[config.mk]
export PLATFORM = sky130hd
export DESIGN_NAME = fifo_uart_tx
export DESIGN_NICKNAME = d
export VERILOG_FILES = /design/src/rtl/fifo_uart_tx.sv
export SDC_FILE = /design/constraint.sdc
export NUM_CORES = 1
export LEC_CHECK = 0
export BUFFER_PORTS_ARGS = -buffer_cell sky130_fd_sc_hd__buf_2
export CORE_AREA = 2 2 79 81
export CTS_CLUSTER_DIAMETER = 60
export CTS_CLUSTER_SIZE = 24
export DETAILED_ROUTE_END_ITERATION = 8
export DIE_AREA = 0 0 81 83
export PLACE_DENSITY_LB_ADDON = 0.2
export SYNTH_ARGS = -nofsm -noshare
export SYNTH_HDL_FRONTEND = slang
export SYNTH_SLANG_ARGS = --single-unit
export TNS_END_PERCENT = 1
[constraint.sdc]
create_clock -name clk -period 2.6 [get_ports clk]
set_input_delay 0.26 -clock clk [delete_from_list [all_inputs] [get_ports clk]]
set_output_delay 0.26 -clock clk [all_outputs]
set_load 0.02 [all_outputs]
[src/rtl/fifo_uart_tx.sv]
// rtl/fifo_uart_tx.sv - UART transmitter that drains a synchronous FIFO
//
// Pops one byte per frame through the FIFO read port and serialises it as
// start bit, LSB-first data, optional even parity and 1 or 2 stop bits.
//
// Ports:
//   clk          system clock
//   rst          asynchronous active-high reset
//   enable       allows a new fetch; only looked at in IDLE
//   fifo_empty   FIFO empty flag
//   fifo_rd_data FIFO read data, valid the cycle after fifo_rd_en
//   fifo_rd_en   single-cycle FIFO pop strobe (high during FETCH)
//   tx           serial line, idles high
//   busy         high whenever the FSM is not in IDLE
//   tx_done      one-cycle pulse on the last cycle of the final stop bit
//   frame_count  frames completed since reset, wraps
module fifo_uart_tx #(
   parameter int DATA_WIDTH   = 8,
   parameter int CLKS_PER_BIT = 868,
   parameter int PARITY_EN    = 0,
   parameter int STOP_BITS    = 1,
   parameter int CNT_WIDTH    = 16
) (
   input  logic                  clk,
   input  logic                  rst,
   input  logic                  enable,
   input  logic                  fifo_empty,
   input  logic [DATA_WIDTH-1:0] fifo_rd_data,
   output logic                  fifo_rd_en,
   output logic                  tx,
   output logic                  busy,
   output logic                  tx_done,
   output logic [CNT_WIDTH-1:0]  frame_count
);

   localparam int BAUD_W = (CLKS_PER_BIT > 1) ? $clog2(CLKS_PER_BIT) : 1;
   localparam int BIT_W  = (DATA_WIDTH > 1) ? $clog2(DATA_WIDTH) : 1;

   localparam logic [BAUD_W-1:0] BAUD_LAST = BAUD_W'(CLKS_PER_BIT - 1);
   localparam logic [BAUD_W-1:0] BAUD_PRE  = BAUD_W'(CLKS_PER_BIT - 2);
   localparam logic [BIT_W-1:0]  DATA_LAST = BIT_W'(DATA_WIDTH - 1);
   localparam logic [BIT_W-1:0]  STOP_LAST = BIT_W'(STOP_BITS - 1);

   typedef enum logic [2:0] {
      S_IDLE,
      S_FETCH,
      S_LOAD,
      S_START,
      S_DATA,
      S_PARITY,
      S_STOP
   } state_t;

   state_t                state_q, state_d;
   logic [BAUD_W-1:0]     baud_q, baud_d;
   logic [BIT_W-1:0]      bit_cnt_q, bit_cnt_d;
   logic [DATA_WIDTH-1:0] shift_q, shift_d;
   logic                  parity_q, parity_d;
   logic [CNT_WIDTH-1:0]  frame_count_q, frame_count_d;
   logic                  tx_q, tx_d;
   logic                  fifo_rd_en_q, fifo_rd_en_d;
   logic                  busy_q, busy_d;
   logic                  tx_done_q, tx_done_d;

   logic baud_last;

   assign baud_last = (baud_q == BAUD_LAST);

   always_comb begin
      state_d       = state_q;
      baud_d        = baud_q + 1'b1;
      bit_cnt_d     = bit_cnt_q;
      shift_d       = shift_q;
      parity_d      = parity_q;
      frame_count_d = frame_count_q;

      case (state_q)
         S_IDLE: begin
            baud_d = '0;
            if (enable && !fifo_empty) begin
               state_d = S_FETCH;
            end
         end
         S_FETCH: begin
            state_d = S_LOAD;
         end
         S_LOAD: begin
            // The FIFO presents the popped word this cycle.
            shift_d  = fifo_rd_data;
            parity_d = ^fifo_rd_data;
            state_d  = S_START;
         end
         S_START: begin
            if (baud_last) begin
               bit_cnt_d = '0;
               state_d   = S_DATA;
            end
         end
         S_DATA: begin
            if (baud_last) begin
               baud_d = '0;
               if (bit_cnt_q == DATA_LAST) begin
                  bit_cnt_d = '0;
                  state_d   = (PARITY_EN != 0) ? S_PARITY : S_STOP;
               end else begin
                  bit_cnt_d = bit_cnt_q + 1'b1;
               end
            end
         end
         S_PARITY: begin
            if (baud_last) begin
               bit_cnt_d = '0;
               state_d   = S_STOP;
            end
         end
         S_STOP: begin
            // bit_cnt indexes the stop bit when two are configured.
            if (baud_last) begin
               baud_d = '0;
               if (bit_cnt_q == STOP_LAST) begin
                  bit_cnt_d     = '0;
                  frame_count_d = frame_count_q + 1'b1;
                  state_d       = S_IDLE;
               end else begin
                  bit_cnt_d = bit_cnt_q + 1'b1;
               end
            end
         end
         default: begin
            state_d = S_IDLE;
         end
      endcase

      if (state_d != state_q) begin
         baud_d = '0;
      end

      // Outputs are decoded from the next state so that the registered
      // values line up with the state they belong to.
      case (state_d)
         S_START:  tx_d = 1'b0;
         S_DATA:   tx_d = shift_d[bit_cnt_d];
         S_PARITY: tx_d = parity_d;
         default:  tx_d = 1'b1;
      endcase
      fifo_rd_en_d = (state_d == S_FETCH);
      busy_d       = (state_d != S_IDLE);
      // Raised one cycle early so the registered pulse covers the last cycle.
      tx_done_d    = (state_q == S_STOP) && (bit_cnt_q == STOP_LAST) &&
                     (baud_q == BAUD_PRE);
   end

   always_ff @(posedge clk or posedge rst) begin
      if (rst) begin
         state_q       <= S_IDLE;
         baud_q        <= '0;
         bit_cnt_q     <= '0;
         shift_q       <= '0;
         parity_q      <= 1'b0;
         frame_count_q <= '0;
         tx_q          <= 1'b1;
         fifo_rd_en_q  <= 1'b0;
         busy_q        <= 1'b0;
         tx_done_q     <= 1'b0;
      end else begin
         state_q       <= state_d;
         baud_q        <= baud_d;
         bit_cnt_q     <= bit_cnt_d;
         shift_q       <= shift_d;
         parity_q      <= parity_d;
         frame_count_q <= frame_count_d;
         tx_q          <= tx_d;
         fifo_rd_en_q  <= fifo_rd_en_d;
         busy_q        <= busy_d;
         tx_done_q     <= tx_done_d;
      end
   end

   assign tx          = tx_q;
   assign fifo_rd_en  = fifo_rd_en_q;
   assign busy        = busy_q;
   assign tx_done     = tx_done_q;
   assign frame_count = frame_count_q;

endmodule

== Yosys cells after proc, flatten, opt, wreduce, memory -nomap -nowiden ==
Cells that the tools add are included.
Storage, ports and cells
  bits in registers: 45
  latch bits: 0
  memory bits (writable): 0
  bits in read-only memories: 0
  bits of input ports: 12
  output and inout bits: 20
  word-level logic and storage cells: 61
  memories kept: 0
Cells by class
  add/sub/neg operators: 3
  multipliers: 0
  div/mod/pow operators: 0
  order comparisons: 1
  eq/ne operators: 14
  shifts and indexed selects: 0
  multiplexer cells: 22
  bitwise operators: 0
  reduce and logical (&&, ||, !) cells: 11
Operators by type and width (number)
  $mux 3: 12
  $pmux 3 s7: 1
  $eq 10x10->1 const B: 2
  $mux 10: 2
  $pmux 10 s2: 1
  $eq 3x3->1 const B: 6
  $add 16x1->16 const B: 1
  $add 10x1->10 const B: 1
  $eq 3x2->1 const B: 3
  $pmux 3 s3: 1
  $mux 8: 1
  $reduce_xor 8->1: 1
  $eq 3x1->1 const B: 2
  $logic_not 3->1: 2
  $lt 3x4->1 const B: 1
  $reduce_or 2->1: 2
  $add 3x1->3 const B: 1
  $bmux 1 s3: 1
  $logic_and 1x1->1: 3
  $ne 3x3->1: 1
  $pmux 1 s3: 1
  $reduce_and 3->1: 1
  $reduce_bool 3->1: 1
  $mux 1: 2
  $logic_not 1->1: 1

== Logic depth before layout (Yosys ltp) ==
Gate-level depths: netlist (run 1).
  depth in word-level cells: 7
  mapped depth: 9
  depth with buffers taken out: 9

== Least setup slack after synthesis (run 1) ==
Ideal clock, no wire load.
  path type: flip-flop to flip-flop
  start: register baud_q[3]
  end: register tx_q, in the netlist tx
  library setup time: 0.082 ns
  data arrival time: 2.427 ns
  required time: 2.518 ns
  slack: 0.091 ns
  cell stages (with the launch flop): 7
  path buffers: 0
  period minus slack after synthesis: 2.509 ns
  cells stage by stage: dfrtp_1 -> or4b_4 -> a2111oi_4 -> mux2i_1 -> mux2i_1 -> o22ai_1 -> o31a_1
Between the ends
  longest elaborated chain between the ends: 6
  elaborated cells between the ends (all ways): 16
  those cells by class: 4 x eq/ne; 12 x mux
RTL lines
  start, declared: line 55  | logic [BAUD_W-1:0] baud_q, baud_d;
  start signal, assigned: line 167  | baud_q <= baud_d;
  $eq 10x10->1 (*): line 67  | assign baud_last = (baud_q == BAUD_LAST);
  $mux 3 (on tied branches)
  $pmux 3 s3: line 77  | case (state_q)
  $bmux 1 s3: line 142  | S_DATA: tx_d = shift_d[bit_cnt_d];
  $mux 1 (not written as such): line 142
  $pmux 1 s3 (*): line 140  | case (state_d)
  via tx_d: line 60  | logic tx_q, tx_d;
  end signal, assigned: line 172  | tx_q <= tx_d;
  end, declared: line 60
The timed path passes the listed nets; every way through them passes the cells marked *. The select of a mux whose other input is x is not followed.
A chain may end at the register's enable or synchronous reset.

== Worst setup path after layout (run 1) ==
  start: register baud_q[4]
  end: register tx_q, in the netlist tx
Same word-level chain as after synthesis.

==> metrics.yaml, run 1 <==
route:
  wl_per_cell_um: 12.8
  avgViaCountPerCell: 4.90
  postRouteAntennaNets: 0
  wirelength_mm: 4.28
  vias: 1637
  drt_first_pass_iters: 4
  drc: 0
  drt-initial-drc-count: 75
grt:
  grt_max_degree: 21
  grt_pass1_wl_mm: 7.60
  grt-ovfl-total: 0
  antenna_found_initial: 0
  track_usage_pct: 14.4
  grt_pass1_vias: 1636
clock_tree:
  clock_latency_ns: 0.30
  cts_tree: "built"
  clock_sinks: 45
  path_clk_slew_ns: 0.08
  clk_path_buf_depth: 2
  cts.root.buffer_cell: "clkbuf_8"
  cts_buffers: 5
  cts_max_level: 2
yosys:
  synth_top_area_cell: "dfrtp_1"
  yosys_warnings: 0
  synth_cell_type_count: 47
  synth_cells: 215
  syn-num-nets: 233
  avgSynthCellArea_um2: 10.7
  synth-main-ff-cell: "dfrtp_1"
  synth_area_um2: 2310
  synth_edf_count: 0
  synth-seq-cells: 45
  yosys-top-cells-area: "dfrtp_1 48%, xnor2_1 8.7%, mux2_2 4.4%"
  netlist.area_leader.share_pct: 47.7
  synthArstFlopShare_pct: 100
  ys_seq_area_share_pct: 48.9
worst_setup_path:
  crit_buf_inv: 1
  crit_required_ns: 2.83
  path_max_fanout: 5
  crit_top_cell: "mux2i_1"
  crit_chain: "or4b_4 > a2111oi_4 > mux2i_1 > buf_4 > mux2i_1 > o22ai_1 > o31a_1"
  crit_slowest_cell: "or4b_4"
  critPathLaunchType: "flip-flop"
  end_kind: "flip-flop"
  cp_top_family: "compound AO/OA/AOI/OAI gates"
  r2r_slack_ns: 0.15
  critPathMaxStageDelay_ns: 0.57
  crit_type: "flip-flop to flip-flop"
  cp.arrival_ns: 2.67
floorplanning:
  rows: 28
  die_h_um: 83
  core-area_um2: 5820
  ioPinCount: 32
  start_util_pct: 39.7
  die_x_um: 81
  die_area_um2: 6720
timing:
  clock.fmax_mhz: 408
  maxSlewHeadroom_pct: 54.6
  period_needed_ns: 2.45
  hold_viol_final: 0
  fin_setup_tns_ns: 0
  slew_viol_final: 0
  finClkSkew_ns: 0.00951
  fin_hold_ws_ns: 0.217
  setup_violations: 0
  rsz0062_at_grt: "no"
  period_share_pct: 94.2
  worst_pin_slew_ns: 0.677
final_layout:
  drive_gt1_share_pct: 24.7
  areaGrowthSynthToFinish_pct: 17.7
  diodes: 0
  final_cells: 334
  nNetsFinal: 276
placement:
  io_buffers: 31
  gp_congestion: 0.764
  dp_cells: 325
  dp_hpwl_mm: 3.23
power_and_ir_drop:
  p_leak_nw: 1.30
  vdd_drop_max_uv: 282
  p_per_area_nw_per_um2: 588
hold_path:
  hold_path.class: "input port to flip-flop"
job:
  cap_violations: 0
status:
  status: "finished clean"
-- final timing paths --
check / start / endpoint / depth (start not counted)
setup / recovery: baud_q[4] / tx / 7
hold / removal: enable / fifo_rd_en / 3
setup reg to reg: baud_q[4] / tx / 7
hold reg to reg: frame_count[15] / frame_count[15] / 1
max in group asynchronous: rst / tx / 4
min in group asynchronous: rst / frame_count[6] / 3
-- cell families after synthesis --
logic type                 Yosys count  synth area share [%]
xor gates and xnor gates            29                  11.0
muxes                               15                  7.00
DFF                                 45                  48.9
adders and majority gates            6                  3.26
AOI/OAI and AO/OA                   21                  7.60
and+or+nand+nor                     79                  19.0
buffers and inverters               20                  3.26
-- routing by layer --
metal  wire [um]  track usage [%]  part of all wire [%]  up-vias
li1            -                -                     -      828
met1        2090             19.2                    49      779
met2        1970             22.5                    46       28
met3         191             4.67                   4.5        2
met4          24             3.54                  0.56        0
met5           0                0                     0        -
-- worst min-delay path, cell delays in order --
cell	delay [ns]
buf_2	0.09
nand2b_1	0.07
nor4_1	0.06
-- stage by stage --
step | util (%) | total power [W] | cell area [um2] | worst slack (ns)
CTS | 46.7 | 0.00162 | 2710 | 0.129
finish | 46.7 | 0.00160 | 2710 | 0.151
floorplan | - | 0.00107 | 2310 | 0.0910
global route | 46.7 | 0.00171 | 2710 | 0.0347
detailed placement | 44.8 | 0.00116 | 2610 | 0.134
global placement | 44.8 | 0.00115 | 2610 | 0.254
-- layout make-up --
class | instances | area, um2
multi-input cells | 150 | 1100
clock buffers | 6 | 82.6
clock inverters | 2 | 13.8
repair buffers | 42 | 240
fillers | 587 | 3100
well taps | 75 | 93.8
inverters | 14 | 52.6
flip-flops and latches | 45 | 1130
-- placed cells by master (no fill, tap or decap), types with 2 or more instances in the layout --
cell type,instances
clkinv_1,2
o31ai_1,2
nand4_1,5
and3_1,4
nor3_1,4
nand3_1,9
o21ai_0,3
and4_1,2
dfrtp_1,44
nor2b_1,4
inv_1,12
nor2_1,17
o22ai_1,2
and3b_1,2
buf_2,31
nand2_1,15
a311oi_1,2
nand2b_1,3
clkbuf_8,6
xnor2_1,23
buf_4,10
ha_1,6
mux2i_1,6
xor2_1,6
and2_1,3
mux2_2,9
nor4_1,2
-- synthesized netlist by cell type (all sizes together) (2+ instances only) --
cell type	n
dfrtp	44
and4	2
and3	4
and2	3
xor2	6
mux2	9
nor2b	4
o31ai	2
nor4	2
nor2	17
and3b	2
mux2i	6
a21boi	2
nand2b	3
nand2	15
o22ai	2
o21ai	3
clkbuf	6
nand3	9
nand4	5
a311oi	2
ha	6
inv	13
xnor2	23
nor4b	2
nor3	5
-- what timing repair did --
item / CTS / global route
hold buffers: 1 / 0
gates resized for setup: 0 / 0
setup buffers: 0 / 0
hold endpoints to repair: 18 / 0
-- state kept, by name, indices dropped and copies added (netlist names) --
register,flops
state_q,3
busy,1
tx,1
parity_q,1
shift_q,8
bit_cnt_q,3
baud_q,10
frame_count,16
fifo_rd_en,1
tx_done,1
-- where the power goes --
part | internal, W | leakage [nW] | switching [W]
registers | 0.000785 | 0.578 | 0.0000796
clock network | 0.000216 | 0.0512 | 0.000238
logic | 0.000134 | 0.674 | 0.000143
No activity file was read; power rests on OpenSTA's default activity.
==> run 2: changes to the inputs <==
--- a/config.mk
+++ b/config.mk
@@ -5,12 +5,14 @@
 export SDC_FILE = /design/constraint.sdc
 export NUM_CORES = 1
 export LEC_CHECK = 0
+export ABC_AREA = 1
 export BUFFER_PORTS_ARGS = -buffer_cell sky130_fd_sc_hd__buf_2
-export CORE_AREA = 2 2 79 81
+export CORE_AREA = 2 2 82 84
 export CTS_CLUSTER_DIAMETER = 60
 export CTS_CLUSTER_SIZE = 24
 export DETAILED_ROUTE_END_ITERATION = 8
-export DIE_AREA = 0 0 81 83
+export DIE_AREA = 0 0 84 86
+export HOLD_SLACK_MARGIN = 0.05
 export PLACE_DENSITY_LB_ADDON = 0.2
 export SYNTH_ARGS = -nofsm -noshare
 export SYNTH_HDL_FRONTEND = slang
==> run 2 against run 1 <==
Against the previous run: clock skew barely moved; register-to-register slack improved by 0.38 ns; total power fell by 18%; critical endpoint unchanged; largest power group unchanged; global-route usage rose by 0.61 points; area after synthesis rose by 8.1%; critical path type unchanged; non-clock buffer count fell by 11; sequential share of layout area fell by 2.0 points; die area rose by 7.5%; largest cell class is now multi-input gates.
==> metrics.yaml, run 2 <==
placement:
  dp_hpwl_mm: 3.63
  place_area_um2: 2740
  dp_slack_ns: 0.561
  io_buffers: 31
  gp_congestion: 0.804
timing:
  rsz0062_at_grt: "no"
  setup_violations: 0
  finClkSkew_ns: 0.00905
  hold_viol_final: 0
  slew_viol_final: 0
  period_share_pct: 79.5
  worst_slack_ns: 0.533
  worst_pin_slew_ns: 0.946
  maxSlewHeadroom_pct: 36.8
  clock.fmax_mhz: 484
  period_needed_ns: 2.07
  fin_setup_tns_ns: 0
floorplanning:
  start_util_pct: 39.7
  rows: 29
  die_h_um: 86
  die_area_um2: 7220
  ioPinCount: 32
  die_x_um: 84
  core-area_um2: 6280
clock_tree:
  ctsHoldBuffers: 0
  cts_setup_buffers: 0
  cts_tree: "built"
  cts.root.buffer_cell: "clkbuf_8"
  cts_buffers: 5
  post_cts_resized: 0
  path_clk_slew_ns: 0.09
  clock_sinks: 45
  clk_path_buf_depth: 2
  clock_latency_ns: 0.30
  cts_max_level: 2
yosys:
  netlist.area_leader.share_pct: 44.2
  synthArstFlopShare_pct: 100
  yosys-top-cells-area: "dfrtp_1 44%, nand2_1 9.0%, inv_1 6.0%"
  synth_cells: 292
  yosysMostFrequentCell: "nand2_1"
  synth_cell_type_count: 33
  synth-main-ff-cell: "dfrtp_1"
  ys_top_cells_by_count: "60 x nand2_1, 44 x dfrtp_1, 40 x inv_1"
  syn-num-nets: 310
  synth_area_um2: 2490
  avgSynthCellArea_um2: 8.54
  synth_edf_count: 0
  yosys_warnings: 0
  ys_seq_area_share_pct: 45.2
  synth_top_area_cell: "dfrtp_1"
  synth-seq-cells: 45
route:
  postRouteAntennaNets: 0
  wl_per_cell_um: 11.9
  wirelength_mm: 4.85
  drc: 0
  drt_first_pass_iters: 4
  vias: 1941
  avgViaCountPerCell: 4.77
  drt-initial-drc-count: 123
power_and_ir_drop:
  vdd_drop_max_uv: 233
  p_per_area_nw_per_um2: 461
  finalPower_w: 0.00131
  p_leak_nw: 1.50
grt:
  track_usage_pct: 15.0
  grt_max_degree: 46
  grt_pass1_vias: 1923
  grt-ovfl-total: 0
  grt_pass1_wl_mm: 8.74
  antenna_found_initial: 0
status:
  status: "finished clean"
worst_setup_path:
  r2r-start: "bit_cnt_q[0]"
  rr_worst_depth: 13
  critPathLaunchType: "flip-flop"
  path_max_fanout: 5
  crit_required_ns: 2.83
  r2r-end: "tx"
  cp.arrival_ns: 2.29
  r2r_slack_ns: 0.53
  crit_type: "flip-flop to flip-flop"
  end_kind: "flip-flop"
final_layout:
  fin_util_pct: 45.4
  largest_reg_flops: 16
  diodes: 0
  areaGrowthSynthToFinish_pct: 14.4
  fillCellCount: 630
  mostFrequentLayoutCell: "nand2_1"
  design_area_um2: 2850
  multi_input_area_um2: 1190
  regArea_um2: 1130
  drive_gt1_share_pct: 20.9
  nNetsFinal: 347
  layout_common_cells: "60 x nand2_1, 44 x dfrtp_1, 39 x inv_1"
job:
  cap_violations: 0
hold_path:
  hold_path.class: "input port to async pin"
==> run 2: kinds of logic (layout without fill, tap and decap cells) <==
kind of cell,Yosys count,count (layout),synth area share (%)
multiplexers,1,1,0.402
AO/OA/AOI/OAI,20,20,4.27
AND/OR/NAND/NOR,149,149,31.3
buffers and inverters,46,84,6.98
XOR/XNOR,25,25,8.79
flip-flops,45,45,45.2
adder cells (fa/ha/maj),6,6,3.01
==> run 2: area by class of cell <==
| cell class | count | share of cell area, % |
|---|---|---|
| repair buffers | 31 | 5.44 |
| well taps | 77 | 3.38 |
| flip-flops and latches | 45 | 39.6 |
| multi-input cells | 201 | 41.8 |
| inverters | 45 | 5.93 |
| clock buffers | 6 | 2.55 |
| clock inverters | 2 | 1.36 |
==> run 2: worst max path at each step <==
stage                       from  to  slack [ns]  depth (start not counted)
floorplan           bit_cnt_q[0]  tx        0.86                         13
global placement    bit_cnt_q[0]  tx        0.56                         13
detailed placement  bit_cnt_q[0]  tx        0.56                         13
CTS                 bit_cnt_q[0]  tx        0.53                         13
global route           baud_q[0]  tx        0.30                         12
finish              bit_cnt_q[0]  tx        0.53                         13
==> run 2: layer usage <==
| metal | global-route usage, % | up-vias | routed length (um) |
|---|---|---|---|
| met4 | 4.40 | 0 | 61 |
| met2 | 24.9 | 32 | 2230 |
| met1 | 19.7 | 897 | 2390 |
| met3 | 3.27 | 6 | 169 |
| li1 | - | 1006 | - |
| met5 | 0 | - | 0 |
==> run 2: critical path, stage by stage, from the launching register on <==
cell     delay (ns)
dfrtp_1        0.40
inv_1          0.11
ha_1           0.15
inv_1          0.03
nor2_1         0.28
nand3_1        0.12
nand2_1        0.12
nand3_1        0.19
nand2_1        0.22
nand2_1        0.08
nand3_1        0.07
nand3_1        0.07
nand3_1        0.09
nand2_1        0.06
==> run 2: power by group <==
group          internal (W)  leakage (nW)   total, W  switching (W)
clock network      0.000289        0.0554   0.000533       0.000244
logic             0.0000283         0.877  0.0000675      0.0000391
registers          0.000712         0.565   0.000714     0.00000253
total               0.00103          1.50    0.00131       0.000286
==> run 2: metrics by stage <==
stage,cells,hold slack [ns]
finish,407,0.171
global route,407,0.259
CTS,407,0.207
detailed placement,399,0.466
global placement,399,0.465
floorplan,292,0.396
==> run 3: changes to the inputs <==
==> constraint.sdc (replaced) <==
create_clock -name clk -period 1.95 [get_ports clk]
set_input_delay 0.195 -clock clk [delete_from_list [all_inputs] [get_ports clk]]
set_output_delay 0.195 -clock clk [all_outputs]
set_load 0.02 [all_outputs]
==> run 3 against run 2 <==
Against the previous run: hold slack gained 0.014 ns; setup slack got worse by 0.37 ns; critical path depth is 3 lower; clock-buffer cell count unchanged; die area stayed put; combinational power rose by 36%; clock skew is 0.0025 ns lower.
==> metrics.yaml, run 3 (synthesis results as in run 2) <==
floorplanning:
  core-area_um2: 6280
  start_util_pct: 39.7
  rows: 29
  die_area_um2: 7220
  die_x_um: 84
  die_h_um: 86
  ioPinCount: 32
power_and_ir_drop:
  p_leak_nw: 1.55
  sw_frac_of_total_pct: 23.3
  power.clock.fraction_pct: 35.2
  vdd_drop_max_uv: 293
  p_switching_w: 0.000375
  p_comb_share_pct: 5.7
  finalPower_w: 0.00161
  seqPwrFrac_pct: 59.1
  p_int_w: 0.00124
  p_per_area_nw_per_um2: 548
clock_tree:
  path_clk_slew_ns: 0.08
  cts_max_level: 2
  cts_buffers: 5
  clk_path_buf_depth: 2
  clock_latency_ns: 0.30
  cts.root.buffer_cell: "clkbuf_8"
  cts_tree: "built"
  clock_sinks: 45
final_layout:
  drive_gt1_share_pct: 25.6
  final_cells: 417
  largest_reg_flops: 16
  layout_common_cells: "58 x nand2_1, 41 x dfrtp_1, 39 x inv_1"
  mostFrequentLayoutCell: "nand2_1"
  diodes: 0
  fillCellCount: 621
  nNetsFinal: 357
  areaGrowthSynthToFinish_pct: 18.2
placement:
  dp_cells: 407
  dp_hpwl_mm: 3.70
  dp_slack_ns: 0.0458
  gp_congestion: 0.844
  io_buffers: 31
worst_setup_path:
  crit_type: "flip-flop to flip-flop"
  crit_required_ns: 2.18
  crit_buf_inv: 3
  cp_top_family: "simple AND/OR/NAND/NOR gates"
  path_max_fanout: 9
  cp.arrival_ns: 2.01
  r2r_slack_ns: 0.17
  r2r-start: "bit_cnt_q[0]"
  r2r-end: "frame_count[12]"
  crit_chain: "inv_1 > ha_1 > inv_1 > nor2_4 > buf_4 > nand3_4 > nor3_4 > nand4_2 > nor3_2 > xor2_1"
  end_kind: "flip-flop"
  crit_top_cell: "inv_1"
  critPathMaxStageDelay_ns: 0.41
  rr_worst_depth: 10
  crit_slowest_cell: "dfrtp_1"
  critPathLaunchType: "flip-flop"
route:
  wl_per_cell_um: 12.1
  postRouteAntennaNets: 0
  wirelength_mm: 5.05
  avgViaCountPerCell: 4.81
  vias: 2004
  drt_first_pass_iters: 4
  drc: 0
  drt-initial-drc-count: 147
timing:
  rsz0062_at_grt: "yes"
  finClkSkew_ns: 0.00658
  period_needed_ns: 1.78
  fin_hold_ws_ns: 0.184
  setup_violations: 0
  hold_viol_final: 0
  clock.fmax_mhz: 561
  maxSlewHeadroom_pct: 61.4
  period_share_pct: 91.5
  worst_pin_slew_ns: 0.579
  worst_slack_ns: 0.167
  slew_viol_final: 0
grt:
  antenna_found_initial: 0
  track_usage_pct: 15.1
  grt-ovfl-total: 0
  grt_pass1_vias: 1992
  grt_pass1_wl_mm: 8.94
  grt_max_degree: 46
hold_path:
  hold_end: "shift_q[4]"
  min_path_cells: 3
  hold_path.class: "input port to flip-flop"
  hold_start: "fifo_rd_data[4]"
status:
  status: "finished clean"
job:
  cap_violations: 0
[run 3: cell types whose count changed in the layout (fill, tap and decap cells not counted), sizes merged]
cell / change
buf: +9
bufinv: -1
clkinv: +1
dlygate4sd3: +1
[run 3: worst max path at each step]
stage	end	from	slack (ns)	cells after the start
global placement	tx	baud_q[0]	0.06	12
detailed placement	frame_count[12]	bit_cnt_q[0]	0.05	10
CTS	frame_count[12]	bit_cnt_q[0]	0.03	10
floorplan	tx	bit_cnt_q[0]	0.21	13
finish	frame_count[12]	bit_cnt_q[0]	0.17	10
global route	frame_count[15]	bit_cnt_q[0]	-0.02	10
[run 3: cell type report]
type,instances,area (um2),area share [%]
Tap cell,77,96.3,3.27
Timing Repair Buffer,41,233,7.90
Inverter,45,169,5.73
Sequential cell,45,1130,38.4
Clock inverter,2,10.0,0.340
Clock buffer,6,72.6,2.46
Multi-Input combinational cell,201,1230,41.9
[run 3: worst register-to-register path, stage by stage (launching register included)]
cell	delay [ns]
dfrtp_1	0.41
inv_1	0.11
ha_1	0.15
inv_1	0.06
nor2_4	0.11
buf_4	0.13
nand3_4	0.14
nor3_4	0.18
nand4_2	0.13
nor3_2	0.14
xor2_1	0.16
[run 3: what timing repair did]
action | in CTS | in global routing
gates resized for setup | 0 | 13
endpoints found under the setup margin | 0 | 18
hold buffers | 1 | 0
buffers inserted | 0 | 1
endpoints found under the hold margin | 20 | 0
[run 3: layer usage]
| layer | track usage [%] | share of wire (%) | up-vias |
|---|---|---|---|
| li1 | - | - | 1027 |
| met1 | 21.4 | 51 | 939 |
| met2 | 24.0 | 45 | 33 |
| met3 | 2.89 | 3.1 | 5 |
| met4 | 3.96 | 0.67 | 0 |
| met5 | 0 | 0 | - |
[run 3: metrics by stage]
stage / utilization, % / cell area [um2] / setup TNS (ns)
after global placement: 44.6 / 2800 / 0
after floorplan: - / 2490 / 0
after CTS: 46.1 / 2890 / 0
after global routing: 46.9 / 2950 / -0.0373
after detailed placement: 44.6 / 2800 / 0
final: 46.9 / 2950 / 0
[run 3: power groups by stage]
stage               logic [W]  registers, W  clock network (W)
finish              0.0000919      0.000953           0.000568
global placement    0.0000933      0.000971                  0
global route         0.000107      0.000955           0.000628
detailed placement  0.0000938      0.000971                  0
CTS                 0.0000949      0.000953           0.000591
floorplan           0.0000635      0.000970                  0
